### src/rtl/alu_pkg.sv
// alu_pkg: shared ALU breadboard types, widths and opcodes
package alu_pkg;
  typedef enum logic [1:0] {IDLE, RUN, SIGN} state_t;
  localparam int ALU_WIDTH = 16;
  localparam int PRODUCT_W = 32;
  localparam logic [2:0] OP_ADD = 3'd0;
  localparam logic [2:0] OP_SUB = 3'd1;
  localparam logic [2:0] OP_MUL = 3'd2;
  localparam logic [2:0] OP_DIV = 3'd3;
  localparam logic [2:0] OP_MOD = 3'd4;
endpackage

### src/rtl/twos_abs.sv
// twos_abs: sign flag and unsigned magnitude of a two's complement operand
module twos_abs #(
  parameter int WIDTH = 16
) (
  input  logic [WIDTH-1:0] value,
  output logic             neg,
  output logic [WIDTH-1:0] mag
);
  // the most negative value negates to itself, which reads correctly as an unsigned magnitude
  always_comb begin
    neg = value[WIDTH-1];
    mag = neg ? -value : value;
  end
endmodule

### src/rtl/seq_multiply.sv
// seq_multiply: iterative signed shift-add multiplier with start/busy/done handshake
module seq_multiply
  import alu_pkg::*;
#(
  parameter int WIDTH = ALU_WIDTH
) (
  input  logic                        clk,
  input  logic                        rst_n,
  input  logic                        start,
  input  logic [WIDTH-1:0]            multiplicand,
  input  logic [WIDTH-1:0]            multiplier,
  output logic                        busy,
  output logic                        done,
  output logic signed [PRODUCT_W-1:0] product
);
  localparam int CW = $clog2(WIDTH) + 1;
  state_t               state;
  logic [CW-1:0]        count;
  logic [WIDTH-1:0]     mag_a_r;
  logic [WIDTH-1:0]     mag_b_sr;
  logic                 neg_r;
  logic [PRODUCT_W-1:0] acc;
  logic                 neg_a;
  logic                 neg_b;
  logic [WIDTH-1:0]     mag_a;
  logic [WIDTH-1:0]     mag_b;
  twos_abs #(.WIDTH(WIDTH)) u_abs_a (.value(multiplicand), .neg(neg_a), .mag(mag_a));
  twos_abs #(.WIDTH(WIDTH)) u_abs_b (.value(multiplier), .neg(neg_b), .mag(mag_b));
  // control FSM with datapath: accept operands, one shift-add step per clock, then sign fix
  always_ff @(posedge clk or negedge rst_n) begin
    if (!rst_n) begin
      state    <= IDLE;
      count    <= '0;
      mag_a_r  <= '0;
      mag_b_sr <= '0;
      neg_r    <= 1'b0;
      acc      <= '0;
      busy     <= 1'b0;
      done     <= 1'b0;
      product  <= '0;
    end else begin
      done <= 1'b0;
      case (state)
        IDLE: if (start) begin
          mag_a_r  <= mag_a;
          mag_b_sr <= mag_b;
          neg_r    <= neg_a ^ neg_b;
          acc      <= '0;
          count    <= '0;
          busy     <= 1'b1;
          state    <= RUN;
        end
        RUN: begin
          if (mag_b_sr[0]) acc <= acc + (PRODUCT_W'(mag_a_r) << count);
          mag_b_sr <= mag_b_sr >> 1;
          count    <= count + 1'b1;
          if (count == CW'(WIDTH - 1)) state <= SIGN;
        end
        SIGN: begin
          product <= neg_r ? -acc : acc;
          done    <= 1'b1;
          busy    <= 1'b0;
          state   <= IDLE;
        end
        default: state <= IDLE;
      endcase
    end
  end
endmodule

### config.mk
export PLATFORM = sky130hd
export DESIGN_NAME = seq_multiply
export DESIGN_NICKNAME = d
export VERILOG_FILES = /design/src/rtl/alu_pkg.sv /design/src/rtl/twos_abs.sv /design/src/rtl/seq_multiply.sv
export SDC_FILE = /design/constraint.sdc
export NUM_CORES = 1
export LEC_CHECK = 0
export CAP_MARGIN = 40
export CORE_ASPECT_RATIO = 0.75
export CORE_MARGIN = 5
export CORE_UTILIZATION = 40
export CTS_BUF_LIST = sky130_fd_sc_hd__clkbuf_4 sky130_fd_sc_hd__clkbuf_8
export CTS_CLUSTER_SIZE = 8
export DETAILED_ROUTE_END_ITERATION = 6
export PLACE_DENSITY = 0.69
export SLEW_MARGIN = 20
export SYNTH_ARGS = -nofsm -noshare
export SYNTH_HDL_FRONTEND = slang
export SYNTH_SLANG_ARGS = --single-unit
### constraint.sdc
create_clock -name clk -period 7.9 [get_ports clk]
set_input_delay 0.79 -clock clk [delete_from_list [all_inputs] [get_ports clk]]
set_output_delay 0.79 -clock clk [all_outputs]
set_load 0.005 [all_outputs]
==> Word level (Yosys, flattened, before mapping) <==
Cells that the tools add are included.
{ "totals": {"word_cells": 46, "register_bits": 106, "inputBits": 35, "out_inout_bits": 34} }
{ "classes": {"n_addsub": 5, "shifts": 1, "bitwise_logic": 1, "reduce_logical": 8, "muxes": 16, "n_eq_ne": 6} }
{ "ops": {"columns": ["op", "count"], "rows": [
  ["two-way mux 32 bit", 3],
  ["case mux 32 bit (2 select lines)", 1],
  ["two-way mux 16 bit", 3],
  ["adder 32 bit", 1],
  ["negator 16 bit", 2],
  ["negator 32 bit", 1],
  ["case mux 16 bit (2 select lines)", 1],
  ["left shift 16 x 5 -> 32 bit", 1],
  ["case mux 5 bit (2 select lines)", 1],
  ["AND reduction 2 bit", 4],
  ["inequality test 2 bit, second input constant", 3],
  ["adder 5 x 1 -> 5 bit, second input constant", 1],
  ["equality test 5 x 4 -> 1 bit, second input constant", 1],
  ["two-way mux 5 bit", 1],
  ["two-way mux 2 bit", 2],
  ["case mux 2 bit (2 select lines)", 1],
  ["nonzero test 2 bit", 2],
  ["AND reduction 3 bit", 1],
  ["equality test 2 x 1 -> 1 bit, second input constant", 1],
  ["equality test 2 bit, second input constant", 1],
  ["logical NOT 2 bit", 1],
  ["two-way mux 1 bit", 2],
  ["case mux 1 bit (2 select lines)", 1],
  ["XOR 1 bit", 1]
]} }

==> Longest topological paths before layout <==
Gate-level depths: netlist (run 1).
{ "depth": {"depth_word": 4, "ltp_mapped": 18, "mapped_depth_nobuf": 15} }

==> Modules after synthesis <==
A second synthesis (run 1) with hierarchy kept.
{ "hier_totals": {"hier_cells": 929, "area_unflattened_um2": 7937.6} }
{ "modules_own_cells": {"columns": ["mod", "seq_area_each_um2", "cells_each", "area_each_um2", "instances"], "rows": [
  ["seq_multiply", 2652.5, 825, 7189.4, 1],
  ["twos_abs", 0.0, 52, 374.1, 2]
]} }

==> Least setup slack after synthesis (run 1) <==
OpenSTA, ideal clock, no wires.
{ "synth_timing": {"path_kind": "register to register", "startpoint": "register count[0]", "endpoint": "register acc[31]", "path_stages_with_launch": 18, "path_slack_ns": 3.929, "arrival_ns": 3.892, "required_time_ns": 7.821, "n_path_buf": 4, "synth_period_minus_slack_ns": 3.971, "setup_ns": 0.079, "path_cell_list": "dfrtp_1 clkbuf_1 buf_2 clkbuf_1 mux2_2 o21ai_0 o22ai_1 o21ai_0 o22ai_1 ha_1 clkbuf_1 nand2_1 o21ai_0 a2111oi_0 o21ai_0 a32oi_1 mux2i_1 mux2i_1"} }
{ "synth_via": {"elab_chain_cells": 4} }
{ "synth_rtl": {"columns": ["element", "line_no", "text"], "rows": [
  ["start: declaration", "seq_multiply.sv:18", "logic [CW-1:0] count;"],
  ["start signal: assignment", "seq_multiply.sv:56", "count <= count + 1'b1;"],
  ["left shift 16 x 5 -> 32 bit", "seq_multiply.sv:54", "if (mag_b_sr[0]) acc <= acc + (PRODUCT_W'(mag_a_r) << count);"],
  ["adder 32 bit", "seq_multiply.sv:54", null],
  ["two-way mux 32 bit", "seq_multiply.sv:54", null],
  ["case mux 32 bit (2 select lines)", "seq_multiply.sv:43", "case (state)"],
  ["end signal: assignment", "seq_multiply.sv:54", null],
  ["end: declaration", "seq_multiply.sv:22", "logic [PRODUCT_W-1:0] acc;"]
]} }
No other way between the ends. The select of a mux whose other input is x is not followed.
A chain may end at the register's enable or synchronous reset.

==> Worst setup path after layout (run 1) <==
{ "layout_timing": {"startpoint": "register count[2]", "endpoint": "register acc[29]"} }
The elaborated chain is that of the path after synthesis.

==> results of run 1 <==
power breakdown:
group | switching (mW) | leakage, nW | internal (mW)
combinational | 1.57 | 2.57 | 1.11
clock | 0.209 | 0.0936 | 0.124
sequential | 0.302 | 1.30 | 0.762
layer usage:
| metal | up-vias | wire (um) |
|---|---|---|
| met2 | 245 | 8433 |
| li1 | 3552 | - |
| met3 | 20 | 1950 |
| met4 | 0 | 245 |
| met5 | - | 0 |
| met1 | 3358 | 10870 |
state kept, by name, summed over array words and instances, names as in the netlist:
register,cells
acc,32
busy,1
count,5
done,1
mag_a_r,16
mag_b_sr,16
neg_r,1
product,32
state,2
how the worst min path moves through the flow:
stage                      startpoint           to  slack, ns  cells after the start
after floorplan           mag_b_sr[0]  mag_b_sr[0]       0.46                      2
after global placement    product[12]  product[12]       0.46                      2
after detailed placement   product[3]   product[3]       0.47                      2
after CTS                       rst_n  product[29]       0.30                      1
after global routing            rst_n   product[0]       0.32                      1
final                           rst_n   product[0]       0.30                      1
area by class of cell:
cell class / count / area share [%]
tap: 253 / 3.490
timing repair buffer: 80 / 9.174
inverter: 26 / 1.076
clock buffer: 10 / 1.448
sequential: 106 / 29.25
multi-input combinational: 780 / 54.92
clock inverter: 6 / 0.6484
critical path: stages, from the launching register on:
cell and delay (ns):
dfrtp_1 0.71, clkinv_1 0.62, mux4_2 0.65, mux2i_1 0.22
and2_1 0.18, ha_1 0.30, nand2_1 0.20, nor4_1 0.08
a31oi_1 0.18, o21ai_0 0.30, and4_1 0.26, a2111oi_0 0.44
mux2_2 0.38
through the flow:
stage | worst slack [ns] | hold WS [ns] | std cells
after floorplan | 3.929 | 0.4595 | 966
after global placement | 3.393 | 0.4616 | 1239
after detailed placement | 3.377 | 0.4694 | 1245
after CTS | 3.319 | 0.3025 | 1261
after global routing | 2.830 | 0.3151 | 1261
final | 3.254 | 0.3027 | 1261
cell families after synthesis:
kind of cell,share of synthesized area (%)
and+or+nand+nor,19.12
AOI/OAI and AO/OA,22.97
DFF,33.45
buffers and inverters,3.802
xor gates and xnor gates,8.504
muxes,6.216
adders and majority gates,5.932
layout by cell type, fill, tap and decap left out, drive strengths merged, types with 4 or more instances in the layout:
cell / n
o21a: 5
nand2: 144
xnor2: 14
o31ai: 19
xor2: 63
mux2i: 29
a21o: 8
a211oi: 4
nor4: 6
nor3: 12
nand3: 14
inv: 27
a21oi: 57
and2: 5
clkinv: 4
nand4: 8
nor2: 66
clkdlybuf4s50: 67
nor2b: 7
nor3b: 4
or3: 22
or2: 8
mux2: 6
o21ai: 134
clkbuf: 10
o21bai: 5
a32o: 5
mux4: 6
nand2b: 11
o22ai: 13
dfrtp: 106
buf: 13
or4: 7
a22oi: 15
o41ai: 9
o211ai: 4
ha: 36
and3: 6
==> results.md, run 1 <==
* Outcome: finished clean
* Die height at 131.9 um
* Relative slew slack at 42.89%
* CTS max path bufs at 2
* GR Util met1 at 29.32%
* Power Dens Cells at 449.2 nW/um^2
* R2R Setup Slk at 3.25 ns
* Layout overhead on the synthesized area at 14.37%
* Min cycle time layout at 4.646 ns
* Min-Delay Path Class: in2async
* Clock latency on the worst-skew pair at 0.40 ns
* Dominant cell type by area after synthesis: dfrtp_1
* # setup viols final at 0
* FF+latch area at 2653 sq um
* Routability Congestion at 1.000
* R2R Path End: acc[29]
* Setup CP Type: reg2reg
* Vias in the first global route at 6451
* Worst Setup End Kind: flip-flop
* Critical path endpoint: acc[29]
* Reg-to-Reg Start: count[2]
* H-tree depth at 3
* Dominant cells by area after synthesis: dfrtp_1 33%, o21ai_0 7.9%, xor2_1 7.0%
* Iteration-0 DRC Markers at 786
* Post-Synthesis Cells at 966
* Total gr overflow at 0
* Critical Path Start: count[2]
* Clock-pin slew on the worst setup and hold paths at 0.12 ns
* Achievable frequency at 215.2 MHz
* Root Driver: clkbuf_8
* Design area at 9070 sq um
* CTS tree: done
* RSZ-0062 raised after global routing: false
* Count leader, synth: nand2_1
* GRT busiest layer: met1
* Initial core utilization at 40.81%
* Number of synthesized flops with an enable pin at 0
* Least-Margin Pin Slew at 0.8548 ns
* Worst Skew at 0.01784 ns
* Via density at 5.690
* Total global-route track usage at 18.42%
* # IOs at 69
* Yosys reg bits at 106
* M2 GR Usage at 24.68%
* Row count at 44
* # DRC at 0
* Fill cell count at 1880
* Cell Area, Placed at 8880 sq um
* Max-Cap Viols at 0
* Die W at 172.6 um
* Unique masters post-synth at 62
* IO Port Bufs at 68
* Design Power at 4.074 mW
* Most frequent cells after synthesis: 144 x nand2_1, 125 x o21ai_0, 106 x dfrtp_1
* Via count at 7175
* Core area at 19430 sq um
* Prevailing post-synth register cell: dfrtp_1
* Critical path arrival at 4.92 ns
* Final hold violation count at 0
* R2r worst-path depth at 12
* Startpoint Class: flip-flop
* Critical Path RT at 8.18 ns
* Drt pass-1 iters at 7
* Post-route ant nets at 0
* HPWL Detailed at 16.90 mm
* M3 GR Usage at 5.103%
* Final period util at 58.81%
* Multi-input combinational cell area at 4981 sq um
* Post-CTS Setup Bufs at 0
* Clock tree sinks at 106
* Lkg Pwr at 3.965 nW
* ANT cells at 0
* Peak supply drop at 0.1595 mV
* Total routed wirelength at 21.50 mm
* # nets final at 1075
* Global-route wire length before repair at 35.12 mm
* Final core utilization at 46.67%
* Ys Warns at 0
* Post-cts resize count at 0
* Die area at 22770 sq um
* Initial antenna violation count at 0
* Post-synthesis net count at 1038
* Async S/R FF share, synth at 100.0%
* Sequential share of the synthesized area at 33.45%
* Synth top area share at 33.45%
* Setup TNS at 0 ns
* Synthesized cell area at 7930 sq um
* Avg Synthesized Cell Area at 8.209 sq um
* Worst-path maximum fanout at 19
* Largest net degree at the start of global routing at 51
* CTS Hold Buffers Added at 0
* Final Max Slew Viols at 0
* Share of layout cells above drive strength 1 at 5.853%
* Num CTS Buffers at 9
* DR WL/cell at 17.05 um
No activity file was read; power rests on OpenSTA's default activity.
==> run 2, diff against run 1 <==
Settings changed: PLACE_DENSITY 0.69 to 0.71.
Clock period 7.9 ns to 4.1 ns, I/O delays scaled along.
==> results.md, run 2 (same netlist as run 1, synthesis figures left out) <==
* Total routed wirelength at 21.79 mm (+1.4%)
* Root Driver: clkbuf_8
* Sw Pwr at 4.103 mW (+97%)
* Final hold violation count at 0 (unchanged)
* CTS tree: done
* Num CTS Buffers at 9 (unchanged)
* Least-Margin Pin Slew at 0.7536 ns (-0.1012 ns)
* R2r worst-path depth at 14 (+2)
* Combinational power share at 67.8% (+2.1 points)
* Via density at 5.672 (-0.31%)
* Clock tree sinks at 106 (unchanged)
* HPWL Detailed at 17.12 mm (+1.3%)
* Final Max Slew Viols at 0 (unchanged)
* GRT busiest layer: met1
* Clock-pin slew on the worst setup and hold paths at 0.12 ns (about the same)
* # DRC at 0 (unchanged)
* Total global-route track usage at 18.93% (+0.51 points)
* CP max stage cell: mux4_2
* M3 GR Usage at 4.042% (-1.1 points)
* Iteration-0 DRC Markers at 716 (-8.9%)
* ANT cells at 0 (unchanged)
* Seq pwr share at 24.0% (-2.1 points)
* Outcome: finished clean
* Peak supply drop at 0.3036 mV (+90%)
* Cell Area, Placed at 9075 sq um (+2.2%)
* Via count at 7317 (+2.0%)
* CP peak stage delay at 0.55 ns (-0.16 ns)
* CTS max path bufs at 2 (unchanged)
* Most used cells in the layout excluding fill and tap cells: 143 x nand2_1, 122 x o21ai_0, 104 x dfrtp_1, 67 x clkdlybuf4s50_1, 65 x nor2_1
* DR WL/cell at 16.89 um (-0.92%)
* Initial antenna violation count at 0 (unchanged)
* Die height at 131.9 um (unchanged)
* IO Port Bufs at 68 (unchanged)
* Internal power at 4.066 mW (+100%)
* Setup CP Type: reg2reg
* Max-Cap Viols at 0 (unchanged)
* Worst Skew at 0.01579 ns (-0.002056 ns)
* Worst-path maximum fanout at 13 (-6)
* Hold slack at 0.4589 ns (+0.1562 ns)
* # setup viols final at 0 (unchanged)
* Relative slew slack at 49.65% (+6.8 points)
* M2 GR Usage at 26.30% (+1.6 points)
* Largest net degree at the start of global routing at 55 (+7.8%)
* Layout overhead on the synthesized area at 17.91%
* Min-Delay Path Class: in2async
* Post-CTS Setup Bufs at 0 (unchanged)
* Lkg Pwr at 4.115 nW (+3.8%)
* Final period util at 94.51% (+36 points)
* Initial core utilization at 40.81% (unchanged)
* Fill cell count at 1846 (-1.8%)
* # nets final at 1104 (+2.7%)
* GR Util met1 at 30.14% (+0.83 points)
* Biggest regs: acc: 32 flops, product: 32 flops
* Achievable frequency at 258.1 MHz (+20%)
* RSZ-0062 raised after global routing: false
* Critical path arrival at 4.20 ns (-0.72 ns)
* Crit path cell chain: buf_6 -> mux4_2 -> nand2_1 -> nand2_1 -> o21ai_0 -> nor2_1 -> ha_1 -> nand2_1 -> o21ba_2 -> o31a_1 -> a211oi_2 -> a32oi_1 -> mux2i_1 -> mux2i_1
* Drt pass-1 iters at 5 (-2)
* # IOs at 69 (unchanged)
* Commonest non-fill, non-tap cell in the layout: nand2_1
* Worst Setup End Kind: flip-flop
* Die W at 172.6 um (unchanged)
* Startpoint Class: flip-flop
* Most used cell, CP: nand2_1
* Core area at 19430 sq um (unchanged)
* Power Dens Cells at 873.7 nW/um^2 (+95%)
* H-tree depth at 3 (unchanged)
* Post-route ant nets at 0 (unchanged)
* Sw frac at 50.22% (-0.89 points)
* Clock latency on the worst-skew pair at 0.40 ns (about the same)
* Clock Power Share at 8.2% (about the same)
* Global-route wire length before repair at 35.89 mm (+2.2%)
* Routability Congestion at 0.9511 (-4.9%)
* Vias in the first global route at 6712 (+4.0%)
* Share of layout cells above drive strength 1 at 9.354% (+3.5 points)
* Critical Path RT at 4.43 ns (-3.75 ns)
* Total gr overflow at 0 (unchanged)
* Design area at 9350 sq um (+3.1%)
* Row count at 44 (unchanged)
* Design Power at 8.170 mW (+100%)
* Die area at 22770 sq um (unchanged)
* Min cycle time layout at 3.875 ns (-0.7713 ns)
-- run 2: cell count changes in the layout (fill, tap and decap cells not counted), sizes merged --
cell and delta:
buf +28, clkinv +1, dlygate4sd3 +1, inv -1
-- run 2: worst paths after layout --
path / start / to / slack (ns)
setup reg to reg: count[0] / acc[31] / 0.23
setup / recovery: count[0] / acc[31] / 0.23
max in group asynchronous: rst_n / count[1] / 2.63
hold / removal: rst_n / mag_b_sr[3] / 0.46
hold reg to reg: product[24] / product[24] / 0.49
min in group clk: product[24] / product[24] / 0.49
-- run 2: critical path, delay by kind of cell, from the launching register on --
kind                     cells  cell delay, ns
flip-flops                   1            0.45
AND/OR/NAND/NOR              4            0.41
AO/OA/AOI/OAI                5            1.36
multiplexers                 3            1.00
adder cells (fa/ha/maj)      1            0.42
buffers and inverters        1            0.20
-- run 2: through the flow --
stage / setup WS [ns] / utilization [%] / TNS (ns) / std cells
2_1_floorplan: 0.1289 / - / 0 / 966
4_1_cts: 0.03570 / 47.80 / 0 / 1289
5_1_grt: 0.003184 / 48.11 / 0 / 1290
3_3_place_gp: -0.04526 / 46.28 / -0.04526 / 1267
3_5_place_dp: 0.01729 / 46.70 / 0 / 1272
6_report: 0.2250 / 48.11 / 0 / 1290
-- run 2: power by group through the flow --
stage          Combinational (mW)  Sequential [mW]  Clock [mW]
6_report                     5.54             1.96       0.667
5_1_grt                      6.17             2.02       0.720
4_1_cts                      5.41             1.95       0.686
3_5_place_dp                 5.38             1.97           0
3_3_place_gp                 5.30             1.98           0
2_1_floorplan                3.81             1.79           0
-- run 2: what timing repair did --
item / in CTS / in global routing
gates resized for setup: 2 / 15
pin swaps: 0 / 2
hold buffers: 1 / 0
hold endpoints to repair: 28 / 0
gates cloned: 0 / 0
endpoints found under the setup margin: 1 / 13
-- run 2: area by class of cell --
cell class | instances | area (sq um) | share of cell area [%]
clock inverters | 6 | 61.31 | 0.6557
flip-flops and latches | 106 | 2655 | 28.40
inverters | 26 | 97.59 | 1.044
well taps | 253 | 316.6 | 3.386
repair buffers | 109 | 1056 | 11.29
multi-input cells | 780 | 5026 | 53.75
clock buffers | 10 | 137.6 | 1.472
-- run 2: routing by layer --
metal | vias to the layer above | part of all wire, %
met5 | - | 0
met4 | 0 | 0.80
met3 | 18 | 7.6
met2 | 259 | 40
met1 | 3425 | 52
li1 | 3615 | -
